--- config.mk ---
export PLATFORM = sky130hd
export DESIGN_NAME = antisat_key_sweeper
export DESIGN_NICKNAME = d
export VERILOG_FILES = /design/src/rtl/antisat_sweep_pkg.sv /design/src/rtl/antisat_pattern_lfsr.sv /design/src/rtl/antisat_key_sweeper.sv
export SDC_FILE = /design/constraint.sdc
export NUM_CORES = 1
export LEC_CHECK = 0
export ABC_AREA = 1
export BUFFER_PORTS_ARGS = -buffer_cell sky130_fd_sc_hd__buf_2
export CAP_MARGIN = 5
export CORE_UTILIZATION = 62
export DETAILED_ROUTE_END_ITERATION = 7
export GPL_ROUTABILITY_DRIVEN = 0
export PLACE_DENSITY_LB_ADDON = 0.12
export SYNTH_ARGS = -nofsm -noshare
export SYNTH_HDL_FRONTEND = slang
export SYNTH_HIERARCHICAL = 1
export SYNTH_SLANG_ARGS = --single-unit
--- constraint.sdc ---
create_clock -name clk -period 5.3 [get_ports clk]
set_input_delay 0.53 -clock clk [delete_from_list [all_inputs] [get_ports clk]]
set_output_delay 0.53 -clock clk [all_outputs]
set_load 0.03 [all_outputs]
--- src/rtl/antisat_sweep_pkg.sv ---
// Shared definitions for the Anti-SAT key sweeper: FSM states, default widths
// and maximal-length Galois LFSR tap masks for widths 8..64.
package antisat_sweep_pkg;

    localparam int DEF_KEY_W = 8;
    localparam int DEF_IN_W  = 36;
    localparam int DEF_OUT_W = 7;

    typedef enum logic [2:0] {
        IDLE,
        APPLY,
        CHECK,
        NEXT_KEY,
        DONE
    } sweep_state_t;

    function automatic logic [63:0] tap_bit(input int unsigned t);
        return 64'd1 << (t - 1);
    endfunction

    // Tap positions follow the classic maximal-length table; bit (t-1) set for tap t.
    function automatic logic [63:0] lfsr_taps(input int unsigned width);
        case (width)
            8:  return tap_bit(8)  | tap_bit(6)  | tap_bit(5)  | tap_bit(4);
            9:  return tap_bit(9)  | tap_bit(5);
            10: return tap_bit(10) | tap_bit(7);
            11: return tap_bit(11) | tap_bit(9);
            12: return tap_bit(12) | tap_bit(6)  | tap_bit(4)  | tap_bit(1);
            13: return tap_bit(13) | tap_bit(4)  | tap_bit(3)  | tap_bit(1);
            14: return tap_bit(14) | tap_bit(5)  | tap_bit(3)  | tap_bit(1);
            15: return tap_bit(15) | tap_bit(14);
            16: return tap_bit(16) | tap_bit(15) | tap_bit(13) | tap_bit(4);
            17: return tap_bit(17) | tap_bit(14);
            18: return tap_bit(18) | tap_bit(11);
            19: return tap_bit(19) | tap_bit(6)  | tap_bit(2)  | tap_bit(1);
            20: return tap_bit(20) | tap_bit(17);
            21: return tap_bit(21) | tap_bit(19);
            22: return tap_bit(22) | tap_bit(21);
            23: return tap_bit(23) | tap_bit(18);
            24: return tap_bit(24) | tap_bit(23) | tap_bit(22) | tap_bit(17);
            25: return tap_bit(25) | tap_bit(22);
            26: return tap_bit(26) | tap_bit(6)  | tap_bit(2)  | tap_bit(1);
            27: return tap_bit(27) | tap_bit(5)  | tap_bit(2)  | tap_bit(1);
            28: return tap_bit(28) | tap_bit(25);
            29: return tap_bit(29) | tap_bit(27);
            30: return tap_bit(30) | tap_bit(6)  | tap_bit(4)  | tap_bit(1);
            31: return tap_bit(31) | tap_bit(28);
            32: return tap_bit(32) | tap_bit(22) | tap_bit(2)  | tap_bit(1);
            33: return tap_bit(33) | tap_bit(20);
            34: return tap_bit(34) | tap_bit(27) | tap_bit(2)  | tap_bit(1);
            35: return tap_bit(35) | tap_bit(33);
            36: return tap_bit(36) | tap_bit(25);
            37: return tap_bit(37) | tap_bit(5)  | tap_bit(4)  | tap_bit(3) | tap_bit(2) | tap_bit(1);
            38: return tap_bit(38) | tap_bit(6)  | tap_bit(5)  | tap_bit(1);
            39: return tap_bit(39) | tap_bit(35);
            40: return tap_bit(40) | tap_bit(38) | tap_bit(21) | tap_bit(19);
            41: return tap_bit(41) | tap_bit(38);
            42: return tap_bit(42) | tap_bit(41) | tap_bit(20) | tap_bit(19);
            43: return tap_bit(43) | tap_bit(42) | tap_bit(38) | tap_bit(37);
            44: return tap_bit(44) | tap_bit(43) | tap_bit(18) | tap_bit(17);
            45: return tap_bit(45) | tap_bit(44) | tap_bit(42) | tap_bit(41);
            46: return tap_bit(46) | tap_bit(45) | tap_bit(26) | tap_bit(25);
            47: return tap_bit(47) | tap_bit(42);
            48: return tap_bit(48) | tap_bit(47) | tap_bit(21) | tap_bit(20);
            49: return tap_bit(49) | tap_bit(40);
            50: return tap_bit(50) | tap_bit(49) | tap_bit(24) | tap_bit(23);
            51: return tap_bit(51) | tap_bit(50) | tap_bit(36) | tap_bit(35);
            52: return tap_bit(52) | tap_bit(49);
            53: return tap_bit(53) | tap_bit(52) | tap_bit(38) | tap_bit(37);
            54: return tap_bit(54) | tap_bit(53) | tap_bit(18) | tap_bit(17);
            55: return tap_bit(55) | tap_bit(31);
            56: return tap_bit(56) | tap_bit(55) | tap_bit(35) | tap_bit(34);
            57: return tap_bit(57) | tap_bit(50);
            58: return tap_bit(58) | tap_bit(39);
            59: return tap_bit(59) | tap_bit(58) | tap_bit(38) | tap_bit(37);
            60: return tap_bit(60) | tap_bit(59);
            61: return tap_bit(61) | tap_bit(60) | tap_bit(46) | tap_bit(45);
            62: return tap_bit(62) | tap_bit(61) | tap_bit(6)  | tap_bit(5);
            63: return tap_bit(63) | tap_bit(62);
            64: return tap_bit(64) | tap_bit(63) | tap_bit(61) | tap_bit(60);
            default: return 64'd0;
        endcase
    endfunction

endpackage

--- src/rtl/antisat_pattern_lfsr.sv ---
// Right-shifting Galois LFSR that produces the per-key input pattern sequence.
module antisat_pattern_lfsr
    import antisat_sweep_pkg::*;
#(
    parameter int W = DEF_IN_W
) (
    input  logic         clk,
    input  logic         rst,
    input  logic         load,
    input  logic         step,
    input  logic [W-1:0] seed,
    output logic [W-1:0] value
);

    localparam logic [63:0]  TAPS_FULL = lfsr_taps(W);
    localparam logic [W-1:0] TAPS      = TAPS_FULL[W-1:0];

    logic [W-1:0] safe_seed;

    // An all-zero state would lock the LFSR up, so a zero seed is replaced by 1.
    assign safe_seed = (seed != '0) ? seed : W'(1);

    always_ff @(posedge clk) begin
        if (rst || load) begin
            value <= safe_seed;
        end else if (step) begin
            value <= {1'b0, value[W-1:1]} ^ (value[0] ? TAPS : '0);
        end
    end

endmodule

--- src/rtl/antisat_key_sweeper.sv ---
// Brute-force key sweeper: applies each candidate key with a fixed pattern
// sequence to a locked netlist and reports the first key matching the oracle.
module antisat_key_sweeper
    import antisat_sweep_pkg::*;
#(
    parameter int              KEY_W     = DEF_KEY_W,
    parameter int              IN_W      = DEF_IN_W,
    parameter int              OUT_W     = DEF_OUT_W,
    parameter int              PAT_CNT   = 256,
    parameter logic [IN_W-1:0] LFSR_SEED = IN_W'(1)
) (
    input  logic             clk,
    input  logic             rst,
    input  logic             start_i,
    input  logic             abort_i,
    input  logic [KEY_W-1:0] start_key_i,
    output logic [KEY_W-1:0] key_o,
    output logic [IN_W-1:0]  pattern_o,
    input  logic [OUT_W-1:0] locked_out_i,
    input  logic [OUT_W-1:0] oracle_out_i,
    output logic             busy_o,
    output logic             done_o,
    output logic             found_o,
    output logic [KEY_W-1:0] key_found_o,
    output logic [KEY_W:0]   keys_tested_o
);

    localparam int CNT_W = 17;

    sweep_state_t     state, state_next;
    logic [CNT_W-1:0] pat_cnt;
    logic [KEY_W-1:0] start_key_q;
    logic             pat_valid;
    logic [IN_W-1:0]  lfsr_value;
    logic             mismatch, last_pat, wrap;
    logic             lfsr_load, lfsr_step;

    assign mismatch = (locked_out_i != oracle_out_i);
    assign last_pat = (pat_cnt == CNT_W'(PAT_CNT - 1));
    assign wrap     = (key_o == (start_key_q - KEY_W'(1)));

    always_ff @(posedge clk) begin
        if (rst) state <= IDLE;
        else     state <= state_next;
    end

    always_comb begin
        state_next = state;
        lfsr_load  = 1'b0;
        lfsr_step  = 1'b0;
        case (state)
            IDLE: begin
                if (start_i) begin
                    state_next = APPLY;
                    lfsr_load  = 1'b1;
                end
            end
            APPLY:    state_next = abort_i ? IDLE : CHECK;
            CHECK: begin
                if (abort_i)       state_next = IDLE;
                else if (mismatch) state_next = NEXT_KEY;
                else if (last_pat) state_next = DONE;
                else begin
                    state_next = APPLY;
                    lfsr_step  = 1'b1;
                end
            end
            NEXT_KEY: begin
                if (abort_i)   state_next = IDLE;
                else if (wrap) state_next = DONE;
                else begin
                    state_next = APPLY;
                    lfsr_load  = 1'b1;
                end
            end
            DONE:     state_next = IDLE;
            default:  state_next = IDLE;
        endcase
    end

    // Result and key bookkeeping; abort only clears the result, key/pattern hold.
    always_ff @(posedge clk) begin
        if (rst) begin
            key_o         <= '0;
            start_key_q   <= '0;
            pat_valid     <= 1'b0;
            pat_cnt       <= '0;
            keys_tested_o <= '0;
            found_o       <= 1'b0;
            key_found_o   <= '0;
        end else if (state == IDLE) begin
            if (start_i) begin
                key_o         <= start_key_i;
                start_key_q   <= start_key_i;
                pat_valid     <= 1'b1;
                pat_cnt       <= '0;
                keys_tested_o <= '0;
                found_o       <= 1'b0;
                key_found_o   <= '0;
            end
        end else if (abort_i) begin
            found_o     <= 1'b0;
            key_found_o <= '0;
        end else if (state == CHECK && !mismatch) begin
            if (last_pat) begin
                found_o       <= 1'b1;
                key_found_o   <= key_o;
                keys_tested_o <= keys_tested_o + (KEY_W+1)'(1);
            end else begin
                pat_cnt <= pat_cnt + CNT_W'(1);
            end
        end else if (state == NEXT_KEY) begin
            keys_tested_o <= keys_tested_o + (KEY_W+1)'(1);
            if (!wrap) begin
                key_o   <= key_o + KEY_W'(1);
                pat_cnt <= '0;
            end
        end
    end

    antisat_pattern_lfsr #(
        .W(IN_W)
    ) u_lfsr (
        .clk  (clk),
        .rst  (rst),
        .load (lfsr_load),
        .step (lfsr_step),
        .seed (LFSR_SEED),
        .value(lfsr_value)
    );

    // The LFSR resets to the seed, but pattern_o must read 0 until a sweep starts.
    assign pattern_o = pat_valid ? lfsr_value : '0;
    assign busy_o    = (state == APPLY) || (state == CHECK) || (state == NEXT_KEY);
    assign done_o    = (state == DONE);

endmodule

==> impl_metrics.tcl, run 1 <==
set metrics [dict create \
    insertedDiodeCount 0 \
    insertion_delay_ns 0.36 \
    wl_per_cell_um 12.0 \
    antenna_found_initial 0 \
    status "complete, but fails checks" \
    ctsHoldBuffers 0 \
    fmax_mhz 268 \
    crit_fanout 38 \
    grt_use_met2_pct 47.8 \
    yosys_warnings 6 \
    start_util_pct 63.7 \
    min_from "start_key_i[4]" \
    finalCritPeriodShare_pct 70.5 \
    cts_setup_buffers 0 \
    cts_max_path_buffers 2 \
    whs_path_depth 3 \
    r2r_slack_ns 1.56 \
    ys_ff_latch 91 \
    fin_util_pct 73.0 \
    r2r-end "u_lfsr/value[5]" \
    worst_setup_path_start_kind "flop" \
    tns_ns 0 \
    drt_drc_violations_left 1 \
    htree_num_levels 3 \
    grt_pass1_wl_um 20100 \
    via_per_inst 5.00 \
    slew_headroom_pct 20.7 \
    drt-total-wl_um 12600 \
    seq_area_um2 2180 \
    avgSynthCellArea_um2 6.91 \
    ctsResizeCount 0 \
    cts_num_sinks 91 \
    fp.dieH_um 96.5 \
    power.density_nw_per_um2 263 \
    grt_pass1_vias 4619 \
    drt-pass1-iter-count 7 \
    synth.area.top_cells "dfxtp_1 (20%), edfxtp_1 (20%), nand2_1 (20%)" \
    criticalPathCategory "reg -> reg" \
    syn_inst 800 \
    die_w_um 96.5 \
    hold_viol 0 \
    design.die.area_um2 9300 \
    reg2reg_depth 11 \
    fin_nets 971 \
    setup_viol 0 \
    via_count 5273 \
    worst_pin_slew_ns 1.19 \
    clk_pin_slew_ns 0.10 \
    io_buffer_count 89 \
    area_delta_synth_final_pct 14.5 \
    ys.flop_type "dfxtp_1" \
    cp_data_required_time_ns 5.29 \
    placement_rows 34 \
    grt_start_max_net_pins 39 \
    netlist_area_um2 5530 \
    dp_hpwl_um 8850 \
    arrival_ns 3.73 \
    maxCapViolCount 0 \
    drt_iter0_markers 353 \
    multi_input_area_um2 2980 \
    ant_nets 0 \
    yosys.area.top_type "dfxtp_1" \
    worst_clock_skew_ns 0.0145 \
    r2r-start "state[0]" \
    power.leakage_nw 3.41 \
    cts_tree "built" \
    yosysSeqAreaShare_pct 39.4 \
    use_met3_pct 4.69 \
    worstHoldPathType "in -> reg" \
    cts_buffers 9 \
    drv_slew 0 \
    vdd_drop_max_mv 0.166 \
    crit_path_end_kind "flop" \
    yosysUniqueCellTypes 41 \
    power_mw 1.67 \
    fin_crit_ns 3.74 \
    overflow 0 \
    violations "design-rule violations" \
    fill_cells 723 \
    rsz0062_at_grt "false" \
    drive_gt1_share_pct 16.1 \
    ys_async_sr_fraction_pct 0 \
    root_buffer "clkbuf_8" \
    synth_edf_count 36 \
    top_usage_layer "met2" \
    grtUsageMet1_pct 34.1 \
    ioPinCount 90 \
    groute.usage.overall_pct 27.5 \
    yosysTopAreaCellShare_pct 19.9 \
    whs_endpoint "start_key_q[4]" \
    core-area_um2 8680 \
]
[logic make-up after synthesis]
group	Yosys count	share of synthesized area (%)
adders and majority gates	4	0.905
AOI/OAI and AO/OA	59	5.61
other	2	0.136
DFF	91	39.4
and+or+nand+nor	481	38.6
buffers and inverters	138	11.4
xor gates and xnor gates	25	3.96
[per-layer routing]
layer / wire length, um / vias up
li1: - / 2718
met1: 5470 / 2332
met2: 6150 / 202
met3: 762 / 21
met4: 210 / 0
met5: 0 / -
[cell usage in the layout, fill, tap and decap left out, drive strengths merged]
master and instances:
or2 3, nor3 12, o21ai 19, edfxtp 36, buf 90, ha 4, xnor2 11, dfxtp 55
nand4 25, nor3b 1, nor2 87, a31oi 1, o22ai 3, clkbuf 10, nand2 301, inv 113
o31ai 2, a22oi 1, clkinv 3, o21a 1, a21oi 32, conb 70, xor2 14, and3 1
nand3 51
[worst max-delay path by stage]
stage | startpoint | endpoint | cells after the start
floorplan | start_key_q[0] | u_lfsr/value[0] | 16
global placement | state[0] | u_lfsr/value[20] | 11
detailed placement | state[0] | u_lfsr/value[27] | 11
CTS | state[0] | u_lfsr/value[3] | 11
global route | state[0] | u_lfsr/value[34] | 11
finish | state[0] | u_lfsr/value[5] | 11
[power breakdown]
part,total [mW],internal (mW),switching (mW)
clock network,0.441,0.177,0.265
logic,0.371,0.115,0.256
registers,0.853,0.796,0.0566
[cell usage after synthesis, types with 2 or more instances]
library cell	count
a21oi_1	32
buf_12	3
buf_2	10
buf_6	5
clkbuf_1	8
conb_1	2
dfxtp_1	55
edfxtp_1	36
ha_1	4
inv_1	96
inv_2	13
nand2_1	288
nand2_2	12
nand3_1	46
nand3_2	3
nand3_4	2
nand4_1	24
nor2_1	79
nor2_2	4
nor2_4	3
nor3_1	8
nor3_2	2
nor3_4	2
o21ai_0	18
o22ai_1	3
o31ai_1	2
or2_2	3
xnor2_1	11
xor2_1	14
[metrics by stage]
stage,hold WS [ns],area [um2],setup WS [ns],instances
6_report,0.432,6330,1.56,1054
5_1_grt,0.441,6330,1.31,1054
4_1_cts,0.424,6330,1.62,1054
3_5_place_dp,0.453,6160,1.63,1038
3_3_place_gp,0.445,6160,1.83,1038
2_1_floorplan,0.474,5790,2.70,868
[registers in the layout (all words and copies together), names as in the netlist]
| register | count |
|---|---|
| found_o | 1 |
| u_lfsr/value | 36 |
| pat_valid | 1 |
| key_found_o | 8 |
| start_key_q | 8 |
| key_o | 8 |
| state | 3 |
| keys_tested_o | 9 |
| pat_cnt | 17 |
[layout make-up]
cell class	instances	area share, %
Clock buffer	10	2.01
Clock inverter	6	0.751
Inverter	110	6.52
Multi-Input combinational cell	639	47.0
Sequential cell	91	34.4
Tap cell	108	2.13
Timing Repair Buffer	90	7.15
[critical path, stage by stage, from the launching register on]
cell and delay, ns:
dfxtp_1 0.38, nor2_2 0.15, inv_2 0.07, nor2_4 0.40
inv_2 0.21, nor2_4 0.18, inv_2 0.14, nand2_2 0.21
nor2_2 0.06, buf_4 0.26, inv_2 0.46, or2_2 0.79
Note: power is estimated with default switching activity, not from simulation.
==> inputs of run 2 (changes only) <==
- CORE_UTILIZATION: 62 -> 57
- clock period: 5.3 -> 3.8 ns (I/O delays scaled with it)
==> run 2 against run 1 <==
Effect of this change:
- the run now ends clean
- power increased by 39%
- non-clock buffer count increased by 3
- critical path type unchanged
- sequential share of layout area decreased by 0.28 points
- critical endpoint is now u_lfsr/value[4]
==> impl_metrics.tcl, run 2 (same netlist as run 1, synthesis figures left out) <==
set metrics [dict create \
    status "finished clean" \
    final_cell_mix "nand2_1 (288), inv_1 (96), buf_2 (89), nor2_1 (79), conb_1 (70)" \
    ant_nets 0 \
    clk_pin_slew_ns 0.09 \
    fin_crit_ns 2.87 \
    root_buffer "clkbuf_8" \
    final_common_cell "nand2_1" \
    criticalPathCategory "reg -> reg" \
    grt_pass1_wl_um 21200 \
    cts_setup_buffers 0 \
    ctsResizeCount 0 \
    placement_rows 35 \
    slew_headroom_pct 44.6 \
    fin_util_pct 68.5 \
    power.density_nw_per_um2 363 \
    hold_viol 0 \
    insertion_delay_ns 0.36 \
    tns_ns 0 \
    groute.usage.overall_pct 26.0 \
    r2r_slack_ns 0.93 \
    ctsHoldBuffers 0 \
    max_stage_delay_ns 0.59 \
    crit_fanout 36 \
    drv_slew 0 \
    whs_endpoint "start_key_q[4]" \
    fp.dieH_um 101 \
    design.die.area_um2 10100 \
    io_buffer_count 89 \
    drt-total-wl_um 12600 \
    power_mw 2.32 \
    power.leakage_nw 3.41 \
    grt_start_max_net_pins 38 \
    antenna_found_initial 0 \
    regMostFlops "u_lfsr/value" \
    reg_top3 "u_lfsr/value x36, pat_cnt x17, keys_tested_o x9" \
    via_count 5273 \
    fmax_mhz 348 \
    finalCritPeriodShare_pct 75.5 \
    die_w_um 101 \
    cp_data_required_time_ns 3.79 \
    dp_hpwl_um 8800 \
    rsz0062_at_grt "false" \
    cts_num_sinks 91 \
    worstHoldPathType "in -> reg" \
    grt_pass1_vias 4907 \
    cts_tree "built" \
    path_cells "inv_2, ha_1, xor2_1, o21ai_0, nor2_2, nand2_2, nand3_4, nand2_2, nor2_2, inv_2, or2_2" \
    cp_slowest_cell "or2_2" \
    setup.worst_path.start "start_key_q[0]" \
    htree_num_levels 3 \
    fin_nets 974 \
    drt-pass1-iter-count 5 \
    vdd_drop_max_mv 0.220 \
    p_sw_mw 0.798 \
    clkPwrFrac_pct 26.1 \
    power_frac_comb_pct 22.6 \
    hold_ws_ns 0.285 \
    ioPinCount 90 \
    switching_share_pct 34.4 \
    insertedDiodeCount 0 \
    crit_path_end_kind "flop" \
    cts_buffers 9 \
    r2r-end "u_lfsr/value[4]" \
    arrival_ns 2.86 \
    cts_max_path_buffers 2 \
    reg2reg_depth 11 \
    path_buf_inv 2 \
    maxCapViolCount 0 \
    via_per_inst 4.89 \
    start_util_pct 59.3 \
    largest_reg_flops 36 \
    worst_pin_slew_ns 0.830 \
    p_seq_share_pct 51.3 \
    drt_drc_violations_left 0 \
    worst_setup_path_start_kind "flop" \
    drive_gt1_share_pct 16.3 \
    setup_viol 0 \
    drt_iter0_markers 351 \
    worst_clock_skew_ns 0.0126 \
    overflow 0 \
    core-area_um2 9330 \
    wl_per_cell_um 11.7 \
    r2r-start "start_key_q[0]" \
    whs_path_depth 3 \
    p_int_mw 1.52 \
    crit_family "simple AND/OR/NAND/NOR gates" \
    min_from "start_key_i[4]" \
    area_delta_synth_final_pct 15.4 \
]
-- run 2: changes by cell type in the layout (fill, tap and decap cells not counted), sizes merged --
cell	previous run	this run
buf	90	93
clkinv	3	4
clkinvlp	0	2
inv	113	110
-- run 2: layer usage --
| metal | global-route usage (%) | up-vias | wire [um] |
|---|---|---|---|
| met5 | 0 | - | 0 |
| met4 | 9.59 | 0 | 142 |
| met3 | 4.23 | 14 | 687 |
| met2 | 44.9 | 175 | 6090 |
| met1 | 32.6 | 2365 | 5650 |
| li1 | - | 2719 | - |
-- run 2: area by class of cell --
type	instances	area, um2
clock buffer	10	128
clock inverter	6	50.0
fill	866	2940
inverter	110	413
multi-input combinational	639	2980
sequential	91	2180
tap	129	161
timing repair buffer	93	475
-- run 2: tightest hold or removal path, delay by kind of cell --
family                 cells  cell delay, ns
AOI/OAI and AO/OA          1            0.07
and+or+nand+nor            1            0.07
buffers and inverters      1            0.09
-- run 2: worst max-delay path by stage --
stage | to | slack, ns | cells after the start
after floorplan | u_lfsr/value[0] | 1.20 | 16
after global placement | u_lfsr/value[19] | 1.06 | 15
after detailed placement | u_lfsr/value[19] | 0.99 | 15
after CTS | u_lfsr/value[4] | 0.96 | 11
after global routing | u_lfsr/value[9] | 0.71 | 15
final | u_lfsr/value[4] | 0.93 | 11
-- run 2: power groups by stage --
stage / registers (mW) / logic, mW / clock network, mW
finish: 1.19 / 0.524 / 0.605
global route: 1.20 / 0.586 / 0.663
CTS: 1.18 / 0.521 / 0.622
detailed placement: 1.21 / 0.518 / 0
global placement: 1.20 / 0.506 / 0
floorplan: 1.20 / 0.410 / 0
-- run 2: stage by stage --
stage                     std cells  worst slack [ns]  cell area [um2]
after floorplan                 868              1.20             5790
after global placement         1062              1.06             6210
after detailed placement       1062             0.988             6210
after CTS                      1078             0.959             6390
after global routing           1078             0.715             6390
final                          1078             0.930             6390
==> inputs of run 3 (changes only) <==
- clock period: 3.8 -> 2.75 ns (I/O delays scaled with it)
==> run 3 against run 2 <==
Effect of this change:
- first-iteration DRC count grew 3.7%
- die area is the same
- cell area grew 1.1%
- sequential power grew 36%
- combinational power grew 44%
- largest power group unchanged
==> impl_metrics.tcl, run 3 (same netlist as run 1, synthesis figures left out) <==
set metrics [dict create \
    insertion_delay_ns 0.37 \
    via_count 5299 \
    final_common_cell "nand2_1" \
    status "finished clean" \
    hold_viol 0 \
    r2r-start "start_key_q[0]" \
    worstHoldPathType "in -> reg" \
    wl_per_cell_um 11.6 \
    crit_path_end "u_lfsr/value[1]" \
    grt_pass1_vias 4790 \
    overflow 0 \
    fp.dieH_um 101 \
    drt-total-wl_um 12600 \
    setup_viol 0 \
    drv_slew 0 \
    cts_tree "built" \
    arrival_ns 2.53 \
    slew_headroom_pct 60.2 \
    worst_setup_path_start_kind "flop" \
    fin_nets 983 \
    insertedDiodeCount 0 \
    cts_buffers 9 \
    area_delta_synth_final_pct 16.7 \
    ctsHoldBuffers 0 \
    clk_pin_slew_ns 0.09 \
    cp_data_required_time_ns 2.81 \
    r2r-end "u_lfsr/value[1]" \
    htree_num_levels 3 \
    ant_nets 0 \
    drt_iter0_markers 364 \
    regMostFlops "u_lfsr/value" \
    reg_top3 "u_lfsr/value x36, pat_cnt x17, keys_tested_o x9" \
    power.density_nw_per_um2 499 \
    hold_ws_ns 0.168 \
    largest_reg_flops 36 \
    antenna_found_initial 0 \
    via_per_inst 4.87 \
    vdd_drop_max_mv 0.276 \
    ioPinCount 90 \
    tns_ns 0 \
    maxCapViolCount 0 \
    finalCritPeriodShare_pct 89.7 \
    groute.usage.overall_pct 26.1 \
    rsz0062_at_grt "false" \
    worst_pin_slew_ns 0.592 \
    worst_clock_skew_ns 0.0220 \
    r2r_slack_ns 0.28 \
    io_buffer_count 89 \
    cts_max_path_buffers 2 \
    grt_pass1_wl_um 21300 \
    drt-pass1-iter-count 5 \
    criticalPathCategory "reg -> reg" \
    crit_path_end_kind "flop" \
    final_cell_mix "nand2_1 (288), inv_1 (96), buf_2 (89), nor2_1 (79), conb_1 (70)" \
    setup.worst_path.start "start_key_q[0]" \
    fill_cells 836 \
    crit_fanout 36 \
    drt_drc_violations_left 0 \
    drive_gt1_share_pct 17.1 \
    dp_hpwl_um 8870 \
    design.die.area_um2 10100 \
    die_w_um 101 \
    placement_rows 35 \
    core-area_um2 9330 \
    fin_crit_ns 2.47 \
    cts_num_sinks 91 \
    reg2reg_depth 15 \
    grt_start_max_net_pins 38 \
    root_buffer "clkbuf_8" \
    fin_util_pct 69.2 \
    power.leakage_nw 3.47 \
    fmax_mhz 405 \
    start_util_pct 59.3 \
]
## run 3: changes by cell type in the layout (fill, tap and decap cells not counted), sizes merged
cell      change
buf           +9
clkinv        -1
inv           +3
clkinvlp      -2
## run 3: final cells by class
cell class | instances | area, um2 | share of cell area (%)
clock inverters | 6 | 47.5 | 0.737
multi-input cells | 639 | 2980 | 46.2
inverters | 110 | 413 | 6.40
repair buffers | 102 | 543 | 8.41
clock buffers | 10 | 128 | 1.98
well taps | 129 | 161 | 2.50
flip-flops and latches | 91 | 2180 | 33.8
## run 3: where the power goes
| part | internal (mW) | total, mW | switching (mW) |
|---|---|---|---|
| Sequential | 1.53 | 1.62 | 0.0855 |
| Clock | 0.340 | 0.848 | 0.508 |
| Combinational | 0.237 | 0.753 | 0.516 |
| Total | 2.11 | 3.22 | 1.11 |
## run 3: layer usage
layer	vias up	global-route usage [%]	part of all wire [%]
li1	2733	-	-
met3	23	4.09	5.3
met5	-	0	0
met2	178	46.4	50
met4	0	8.92	1.6
met1	2365	32.3	44
## run 3: what timing repair did
action / in CTS / in global routing
endpoints found under the setup margin: 0 / 36
buffers inserted: 0 / 0
gates resized for setup: 0 / 1
## run 3: worst min-delay path by stage
stage                   start              to  cells after the start
4_1_cts        start_key_i[4]  start_key_q[4]                      3
3_5_place_dp   key_found_o[5]  key_found_o[5]                      2
5_1_grt        start_key_i[3]  start_key_q[3]                      3
3_3_place_gp   key_found_o[2]  key_found_o[2]                      2
6_report       start_key_i[4]  start_key_q[4]                      3
2_1_floorplan  start_key_i[3]  start_key_q[3]                      2
## run 3: worst max-delay path: stages (launching register included)
cell,delay [ns]
dfxtp_1,0.40
inv_2,0.09
ha_1,0.24
inv_1,0.08
nand2_1,0.09
nand2_1,0.07
nand2_1,0.05
nand2_1,0.06
nand3_1,0.09
nor2_2,0.12
nand2_2,0.08
nand3_4,0.11
nand2_2,0.07
nor2_2,0.15
inv_2,0.05
or2_4,0.40
## run 3: metrics by stage
| stage | instance area [um2] | total power, mW | cells | worst slack, ns |
|---|---|---|---|---|
| detailed placement | 6280 | 2.39 | 1071 | 0.0942 |
| CTS | 6450 | 3.22 | 1087 | 0.0544 |
| finish | 6450 | 3.22 | 1087 | 0.283 |
| global route | 6450 | 3.39 | 1087 | 0.156 |
| floorplan | 5790 | 2.22 | 868 | 0.148 |
| global placement | 6280 | 2.37 | 1071 | 0.211 |
